==> config.mk <==
export PLATFORM = sky130hd
export DESIGN_NAME = ysyx_25050148_lsu
export DESIGN_NICKNAME = d
export VERILOG_FILES = /design/src/rtl/ysyx_25050148_lsu.sv
export SDC_FILE = /design/constraint.sdc
export NUM_CORES = 1
export LEC_CHECK = 0
export ABC_AREA = 1
export BUFFER_PORTS_ARGS = -buffer_cell sky130_fd_sc_hd__buf_4
export CORE_UTILIZATION = 30
export DETAILED_ROUTE_END_ITERATION = 8
export GPL_ROUTABILITY_DRIVEN = 0
export SYNTH_ARGS = -nofsm -noshare
export SYNTH_HDL_FRONTEND = slang
export SYNTH_SLANG_ARGS = --single-unit
==> constraint.sdc <==
create_clock -name clk -period 2.8 [get_ports clk]
set_input_delay 0.56 -clock clk [delete_from_list [all_inputs] [get_ports clk]]
set_output_delay 0.56 -clock clk [all_outputs]
set_load 0.1 [all_outputs]
==> src/rtl/ysyx_25050148_lsu.sv <==
// Load/store unit: one request at a time, single-cycle memory strobe
// after a fixed access latency, response held until consumed.
module ysyx_25050148_lsu #(
    parameter int unsigned LATENCY = 1
) (
    input  logic        clk,
    input  logic        rst_n,
    input  logic        req_valid,
    output logic        req_ready,
    input  logic        req_is_store,
    input  logic [2:0]  req_func3,
    input  logic [31:0] req_addr,
    input  logic [31:0] req_wdata,
    output logic        resp_valid,
    input  logic        resp_ready,
    output logic [31:0] resp_rdata,
    output logic        resp_err,
    output logic        mem_read_valid,
    output logic        mem_write_valid,
    output logic        mem_wen,
    output logic [31:0] mem_raddr,
    output logic [31:0] mem_waddr,
    output logic [2:0]  mem_func3,
    output logic [3:0]  mem_wmask,
    output logic [31:0] mem_wdata,
    input  logic [31:0] mem_rdata
);

    typedef enum logic [1:0] {IDLE, WAIT, RESP} state_t;

    localparam logic [3:0] CNT_INIT = 4'(LATENCY - 1);

    state_t      state, state_nxt;
    logic [3:0]  cnt;
    logic        is_store_q;
    logic [2:0]  func3_q;
    logic [31:0] addr_q;
    logic [31:0] wdata_q;
    logic [31:0] rdata_q;
    logic        err_q;

    logic accept, legal, f3_ok, align_ok, fire, busy, resp_hs;

    assign req_ready = (state == IDLE);
    assign accept    = req_valid & req_ready;
    assign fire      = (state == WAIT) && (cnt == 4'd0);
    assign busy      = (state != IDLE);
    assign resp_hs   = (state == RESP) & resp_ready;

    always_comb begin
        f3_ok    = 1'b0;
        align_ok = 1'b1;
        if (req_is_store)
            f3_ok = req_func3 inside {3'b000, 3'b001, 3'b010};
        else
            f3_ok = req_func3 inside {3'b000, 3'b001, 3'b010,
                                      3'b100, 3'b101, 3'b110};
        if (req_func3[1:0] == 2'b01)
            align_ok = ~req_addr[0];
        else if (req_func3[1:0] == 2'b10)
            align_ok = (req_addr[1:0] == 2'b00);
        legal = f3_ok & align_ok;
    end

    always_comb begin
        state_nxt = state;
        unique case (state)
            IDLE:    if (accept) state_nxt = legal ? WAIT : RESP;
            WAIT:    if (cnt == 4'd0) state_nxt = RESP;
            RESP:    if (resp_ready) state_nxt = IDLE;
            default: state_nxt = IDLE;
        endcase
    end

    always_ff @(posedge clk or negedge rst_n) begin
        if (!rst_n) state <= IDLE;
        else        state <= state_nxt;
    end

    always_ff @(posedge clk or negedge rst_n) begin
        if (!rst_n) begin
            cnt        <= 4'd0;
            is_store_q <= 1'b0;
            func3_q    <= 3'd0;
            addr_q     <= 32'd0;
            wdata_q    <= 32'd0;
            rdata_q    <= 32'd0;
            err_q      <= 1'b0;
        end else begin
            if (accept) begin
                is_store_q <= req_is_store;
                func3_q    <= req_func3;
                addr_q     <= req_addr;
                wdata_q    <= req_wdata;
                err_q      <= ~legal;
                cnt        <= legal ? CNT_INIT : 4'd0;
            end else if ((state == WAIT) && (cnt != 4'd0)) begin
                cnt <= cnt - 4'd1;
            end
            if (fire && !is_store_q)
                rdata_q <= mem_rdata;
            if (resp_hs) begin
                rdata_q <= 32'd0;
                err_q   <= 1'b0;
            end
        end
    end

    assign resp_valid = (state == RESP);
    assign resp_rdata = rdata_q;
    assign resp_err   = err_q;

    // Strobes come straight from state so an async reset kills them at once
    assign mem_read_valid  = fire & ~is_store_q;
    assign mem_write_valid = fire & is_store_q;
    assign mem_wen         = mem_write_valid;
    assign mem_raddr       = busy ? addr_q  : 32'd0;
    assign mem_waddr       = busy ? addr_q  : 32'd0;
    assign mem_func3       = busy ? func3_q : 3'd0;
    assign mem_wdata       = busy ? wdata_q : 32'd0;

    always_comb begin
        mem_wmask = 4'b0000;
        if (busy && is_store_q) begin
            unique case (func3_q)
                3'b000:  mem_wmask = 4'b0001;
                3'b001:  mem_wmask = 4'b0011;
                3'b010:  mem_wmask = 4'b1111;
                default: mem_wmask = 4'b0000;
            endcase
        end
    end

endmodule

==> results.md, run 1 <==
- Outcome: finished clean
- Area Growth Syn to Fin: 45.0%
- Rows: 46
- #FFs+latches synth: 107
- Max Slew Vio Count: 0
- RSZ-0062 raised after global routing: no
- Final min period: 2.34 ns
- Post-DRT Antenna Nets: 0
- Gr usage total: 15.0%
- Sink Count: 107
- Vias per Instance: 4.13
- Mapped Cells: 610
- Routed length per instance: 12.3 µm
- Post-synthesis cell area: 4910 µm²
- Diode count: 0
- Setup CP Type: register to primary output
- Yosys cell types: 22
- Vias in the first global route: 3760
- Clock root buffer: clkbuf_16
- CTS max path bufs: 2
- Fin crit share: 83.6%
- Maximum fanout along the worst path: 35
- Max Fclk: 427 MHz
- R2R depth: 6
- Largest net degree at the start of global routing: 49
- # nets final: 915
- Slew headroom: 60.0%
- Most common cell after layout, fill and taps aside: buf_4
- # IOs: 245
- Placed inst area: 6820 µm²
- Area of the core: 15900 µm²
- Total gr overflow: 0
- Initial core utilization: 30.8%
- Reg-to-Reg End: wdata_q[17]
- Post-CTS Setup Repair Bufs: 0
- DRC: 0
- Initial DRC count: 163
- Avg Synthesized Cell Area: 8.05 µm²
- Worst hold path class: input pin to asynchronous set/reset pin
- CP endpoint kind: primary output
- Post-synth net total: 715
- Final Cell Area: 7120 µm²
- TritonCTS buffer count: 9
- Reg2reg setup slack: 1.05 ns
- Die area: 16900 µm²
- Final Skew: 0.00489 ns
- Fillers: 1639
- FF-to-FF Start: state[0]
- Final Hold Viols: 0
- Via count: 4263
- CTS tree: built
- Most frequent cells in the layout: 252 x buf_4, 154 x nand2_1, 107 x dfrtp_1, 84 x inv_1, 56 x o21ai_1
- Die W: 130 µm
- Final HPWL DP: 9250 µm
- Total Wirelength: 12700 µm
- Critical path launch point type: register
- Ys Warns: 0
- Die span in y: 130 µm
- Critical Path RT: 2.24 ns
- Clock-pin slew on the worst setup and hold paths: 0.07 ns
- Actual slew at the worst max-slew pin: 0.600 ns
- Initial DRT Pass Iterations: 4
- Critical path arrival: 1.78 ns
- Max-cap violations: 0
- Final setup violation count: 0
- Hold-fix buffers, CTS: 0
- First-pass GRT wire length: 19200 µm
- Resized cells post-CTS: 0
- Clock latency on the worst-skew pair: 0.35 ns
- H-tree levels: 3
- I/O Buffers: 244
- Initial antenna violation count: 0
- Post-synthesis sequential area ratio: 54.5%
- Share of layout cells above drive strength 1: 37.7%
-- stage by stage --
stage	TNS [ns]	std cells	hold WS (ns)	setup slack (ns)	utilization (%)
after floorplan	-4.06	610	0.264	-0.309	-
after global placement	0	1015	0.474	0.813	42.8
after detailed placement	0	1015	0.478	0.796	42.8
after CTS	0	1031	0.226	0.405	44.7
after global routing	0	1031	0.246	0.337	44.7
final	0	1031	0.205	0.460	44.7
-- synthesized netlist by cell type --
cell	instances	area share [%]
ha_1	1	0.25
nand3_1	40	4.1
nand4_1	1	0.13
nor4_1	2	0.25
nor2_4	1	0.23
nand3_2	1	0.20
o21ai_0	15	1.5
a21oi_1	1	0.10
o21ai_1	56	5.7
nor2_1	74	5.7
nand2_1	154	12
inv_2	3	0.23
xor2_1	1	0.18
nand2_2	1	0.13
inv_1	84	6.4
clkbuf_1	2	0.15
o21a_1	1	0.15
buf_4	35	5.4
dfrtp_1	107	55
buf_1	5	0.38
buf_2	23	2.3
nor3_1	2	0.20
-- worst max-delay path by stage --
| stage | start | end | slack [ns] | depth (start not counted) |
|---|---|---|---|---|
| final | state[0] | mem_raddr[24] | 0.46 | 4 |
| after floorplan | state[0] | mem_wdata[22] | -0.31 | 3 |
| after global routing | state[0] | mem_waddr[24] | 0.34 | 4 |
| after global placement | state[0] | mem_waddr[24] | 0.81 | 4 |
| after detailed placement | state[0] | mem_raddr[24] | 0.80 | 4 |
| after CTS | state[0] | mem_raddr[24] | 0.41 | 4 |
-- logic make-up (layout without fill, tap and decap cells) --
group,count (synthesis),after routing,synth area share [%]
buffers and inverters,152,357,14.9
adders and majority gates,1,1,0.255
xor gates and xnor gates,1,1,0.178
AOI/OAI and AO/OA,73,73,7.49
DFF,107,107,54.5
and+or+nand+nor,276,276,22.7
-- area by class of cell --
| cell class | instances | area (µm²) | share of cell area [%] |
|---|---|---|---|
| Clock buffer | 11 | 243 | 3.41 |
| Clock inverter | 5 | 60.1 | 0.843 |
| Inverter | 87 | 329 | 4.62 |
| Multi-Input combinational cell | 351 | 1610 | 22.6 |
| Sequential cell | 107 | 2680 | 37.6 |
| Tap cell | 216 | 270 | 3.80 |
| Timing Repair Buffer | 254 | 1930 | 27.1 |
-- per-layer routing --
layer / global-route usage (%) / part of all wire [%] / up-vias
met5: 0 / 0 / -
met3: 3.24 / 6.1 / 11
met4: 6.36 / 1.5 / 0
met2: 24.9 / 48 / 143
li1: - / - / 2221
met1: 18.8 / 44 / 1888
-- worst max-delay path: stages (launching register included) --
cell and delay [ns]:
dfrtp_1 0.43, nor2_4 0.14, buf_4 0.40, nor2_1 0.16, buf_4 0.27
-- registers in the layout (all words and copies together), names as in the netlist --
| register | count |
|---|---|
| resp_err | 1 |
| cnt | 4 |
| addr_q | 32 |
| func3_q | 3 |
| resp_rdata | 32 |
| wdata_q | 32 |
| state | 2 |
| is_store_q | 1 |
Power of run 1 is not shown: default switching activity piles up to over one toggle a cycle in this logic, so the estimate is an artifact.
==> run 2: changes to the inputs <==
clock period = 2.1 ns   (was 2.8 ns; I/O delays follow)
==> results.md, run 2 (synthesis gave the netlist of run 1 again) <==
- Outcome: finished clean
- Most common cell after layout, fill and taps aside: buf_4
- Sink Count: 107
- Diode count: 0
- Final Skew: 0.00667 ns
- Initial DRT Pass Iterations: 4
- Clock-pin slew on the worst setup and hold paths: 0.07 ns
- Crit path cell chain: inv_2 > ha_4 > nand2_4 > nor3_4 > buf_4
- # IOs: 245
- Die span in y: 130 µm
- Area of the core: 15900 µm²
- Clock latency on the worst-skew pair: 0.35 ns
- DRC: 0
- Placed inst area: 7230 µm²
- Critical-path top delay cell: dfrtp_1
- Critical Path RT: 1.68 ns
- Final Hold Viols: 0
- Initial DRC count: 169
- Total Wirelength: 13100 µm
- Fin crit share: 98.2%
- First-pass GRT wire length: 20300 µm
- Final Cell Area: 7610 µm²
- Vias in the first global route: 4157
- Max Slew Vio Count: 0
- Clock root buffer: clkbuf_16
- Critical path arrival: 1.64 ns
- Die area: 16900 µm²
- Worst hold path class: input pin to asynchronous set/reset pin
- Routed length per instance: 12.6 µm
- Final HPWL DP: 9320 µm
- I/O Buffers: 244
- Area Growth Syn to Fin: 55.0%
- Rows: 46
- Max Fclk: 485 MHz
- Most frequent cells in the layout: 247 x buf_4, 151 x nand2_1, 106 x dfrtp_1, 80 x inv_1, 56 x o21ai_1
- Via count: 4488
- Largest net degree at the start of global routing: 108
- Die W: 130 µm
- Maximum fanout along the worst path: 4
- Final min period: 2.06 ns
- # nets final: 924
- RSZ-0062 raised after global routing: yes
- Max-cap violations: 0
- TritonCTS buffer count: 9
- Total gr overflow: 0
- Final setup violation count: 0
- Share of layout cells above drive strength 1: 43.1%
- Reg2reg setup slack: 0.40 ns
- Initial core utilization: 30.8%
- Post-layout util: 47.7%
- Slew headroom: 60.5%
- CP endpoint kind: primary output
- Post-DRT Antenna Nets: 0
- CTS tree: built
- Max stage delay on crit path: 0.41 ns
- Gr usage total: 15.5%
- Setup CP Type: register to primary output
- Initial antenna violation count: 0
- CTS max path bufs: 2
- Vias per Instance: 4.32
- H-tree levels: 3
- Critical path launch point type: register
- Actual slew at the worst max-slew pin: 0.593 ns
==> run 2: changes by cell type in the layout (fill, tap and decap cells not counted), moves of 5 or more <==
| cell | previous run | this run |
|---|---|---|
| buf_12 | 2 | 8 |
| nor2_2 | 28 | 18 |
| nor2_1 | 46 | 17 |
| nor2_4 | 1 | 40 |
| buf_4 | 252 | 247 |
| buf_6 | 0 | 7 |
==> run 2: repair_timing <==
action                     CTS  global route
setup endpoints to repair   23            19
cloned                       0             0
pin swaps                    0             2
gates resized for setup      1            15
buffers inserted             2             2
hold buffers                 0             0
==> run 2: layer usage <==
layer / vias up / track usage, % / part of all wire, %
li1: 2246 / - / -
met1: 2067 / 20.1 / 44
met2: 163 / 25.2 / 48
met3: 12 / 3.73 / 6.9
met4: 0 / 5.95 / 1.3
met5: - / 0 / 0
==> run 2: final cells by class <==
class,count,area (µm²)
timing repair buffer,263,2110
inverter,87,329
clock inverter,7,76.3
tap,216,270
multi-input combinational,351,1920
clock buffer,9,225
fill,1602,8330
sequential,107,2680
==> run 2: worst paths after layout <==
kind | startpoint | end | cells after the start
min reg2reg | addr_q[0] | addr_q[0] | 2
max reg2reg | state[0] | addr_q[21] | 6
max | cnt[1] | mem_write_valid | 5
min | rst_n | addr_q[27] | 2
min in group clk | mem_rdata[19] | resp_rdata[19] | 3
max in group asynchronous | rst_n | wdata_q[19] | 2
==> run 2: worst max-delay path, delay by kind of cell, from the launching register on <==
kind / cells / cell delay, ns
adders and majority gates: 1 / 0.16
buffers and inverters: 2 / 0.42
DFF: 1 / 0.41
and+or+nand+nor: 2 / 0.31
==> run 2: stage by stage <==
stage | cells | hold WS, ns | worst slack, ns | setup TNS, ns
floorplan | 610 | 0.124 | -0.451 | -5.85
global placement | 1020 | 0.469 | 0.388 | 0
detailed placement | 1020 | 0.482 | 0.380 | 0
CTS | 1038 | 0.169 | -0.0113 | -0.0219
global route | 1040 | 0.178 | -0.0377 | -0.103
finish | 1040 | 0.150 | 0.0370 | 0
Power of run 2 is left out for the same reason.
==> run 3: changes to the inputs <==
CORE_UTILIZATION = 43   (was 30)
PLACE_DENSITY = 0.79   (was not set)
clock period = 2.6 ns   (was 2.1 ns; I/O delays follow)
==> results.md, run 3 (synthesis gave the netlist of run 1 again) <==
- Max-cap violations: 0
- Clock-pin slew on the worst setup and hold paths: 0.07 ns
- Area Growth Syn to Fin: 42.1%
- Clock latency on the worst-skew pair: 0.34 ns
- Via count: 4467
- Total Wirelength: 12600 µm
- Final Skew: 0.00901 ns
- Routed length per instance: 13.2 µm
- Die span in y: 109 µm
- Most common cell after layout, fill and taps aside: buf_4
- CTS tree: built
- Final min period: 2.37 ns
- Max Fclk: 422 MHz
- Max stage delay on crit path: 0.43 ns
- Fin crit share: 91.1%
- Final WS setup: 0.231 ns
- Initial DRC count: 189
- Initial core utilization: 44.7%
- Worst hold path class: input pin to asynchronous set/reset pin
- Setup CP Type: register to primary output
- DRC: 0
- Post-DRT Antenna Nets: 0
- I/O Buffers: 244
- Outcome: finished clean
- Resized cells post-CTS: 0
- Gr usage total: 21.1%
- Max Slew Vio Count: 0
- Pre-CTS WS: 0.588 ns
- Die area: 11800 µm²
- Critical path launch point type: register
- Share of layout cells above drive strength 1: 35.5%
- Die W: 109 µm
- Sink Count: 107
- Post-CTS Setup Repair Bufs: 0
- Vias per Instance: 4.69
- Initial antenna violation count: 0
- Diode count: 0
- Final setup violation count: 0
- Critical-path top delay cell: dfrtp_1
- Total gr overflow: 0
- Most frequent cells in the layout: 249 x buf_4, 154 x nand2_1, 107 x dfrtp_1, 84 x inv_1, 63 x nor2_1
- # IOs: 245
- Crit path cell chain: nor2_4 > buf_12 > nor2_1 > buf_4
- Area of the core: 11000 µm²
- Critical Path RT: 2.08 ns
- Final HPWL DP: 9520 µm
- Hold-fix buffers, CTS: 0
- Critical path arrival: 1.85 ns
- Rows: 38
- TritonCTS buffer count: 9
- First-pass GRT wire length: 19600 µm
- Maximum fanout along the worst path: 56
- Slew headroom: 68.7%
- Clock root buffer: clkbuf_16
- Largest net degree at the start of global routing: 79
- Initial DRT Pass Iterations: 5
- RSZ-0062 raised after global routing: no
- Actual slew at the worst max-slew pin: 0.469 ns
- H-tree levels: 3
- CP endpoint kind: primary output
- Vias in the first global route: 4294
- CTS max path bufs: 2
- Final Hold Viols: 0
- # nets final: 913
==> run 3: worst paths after layout <==
path / startpoint / slack [ns] / endpoint / cells after the start
worst max-delay path: state[0] / 0.23 / mem_waddr[15] / 4
worst min-delay path: rst_n / 0.13 / resp_rdata[9] / 1
worst max register to register: state[0] / 0.58 / addr_q[15] / 6
worst min register to register: resp_rdata[1] / 0.50 / resp_rdata[1] / 2
max in group asynchronous: rst_n / 1.79 / addr_q[20] / 2
min in group clk: mem_rdata[21] / 0.38 / resp_rdata[21] / 3
==> run 3: layout make-up <==
| cell class | instances | area, µm² |
|---|---|---|
| Tap cell | 140 | 175 |
| Timing Repair Buffer | 252 | 1930 |
| Clock buffer | 10 | 239 |
| Fill cell | 939 | 4010 |
| Inverter | 87 | 328 |
| Clock inverter | 6 | 47.5 |
| Multi-Input combinational cell | 351 | 1580 |
| Sequential cell | 107 | 2680 |
==> run 3: per-stage QoR <==
stage / TNS, ns / cells / utilization [%] / hold slack (ns) / instance area, µm²
3_5_place_dp: 0 / 937 / 60.9 / 0.489 / 6690
4_1_cts: 0 / 953 / 63.5 / 0.145 / 6980
5_1_grt: 0 / 953 / 63.5 / 0.164 / 6980
2_1_floorplan: -11.14 / 610 / - / 0.224 / 5000
6_report: 0 / 953 / 63.5 / 0.133 / 6980
3_3_place_gp: 0 / 937 / 60.9 / 0.478 / 6690
==> run 3: worst max-delay path: cells and delay by family (launching register included) <==
family | cells | cell delay, ns
buf+inv | 2 | 0.56
flops | 1 | 0.43
simple gates | 2 | 0.47
==> run 3: routing by layer <==
metal	track usage, %	up-vias	share of wire, %
li1	-	2216	-
met1	25.0	2084	40
met2	39.4	153	54
met3	4.06	14	5.7
met4	4.83	0	0.92
met5	0	-	0
Power of run 3 is left out for the same reason.
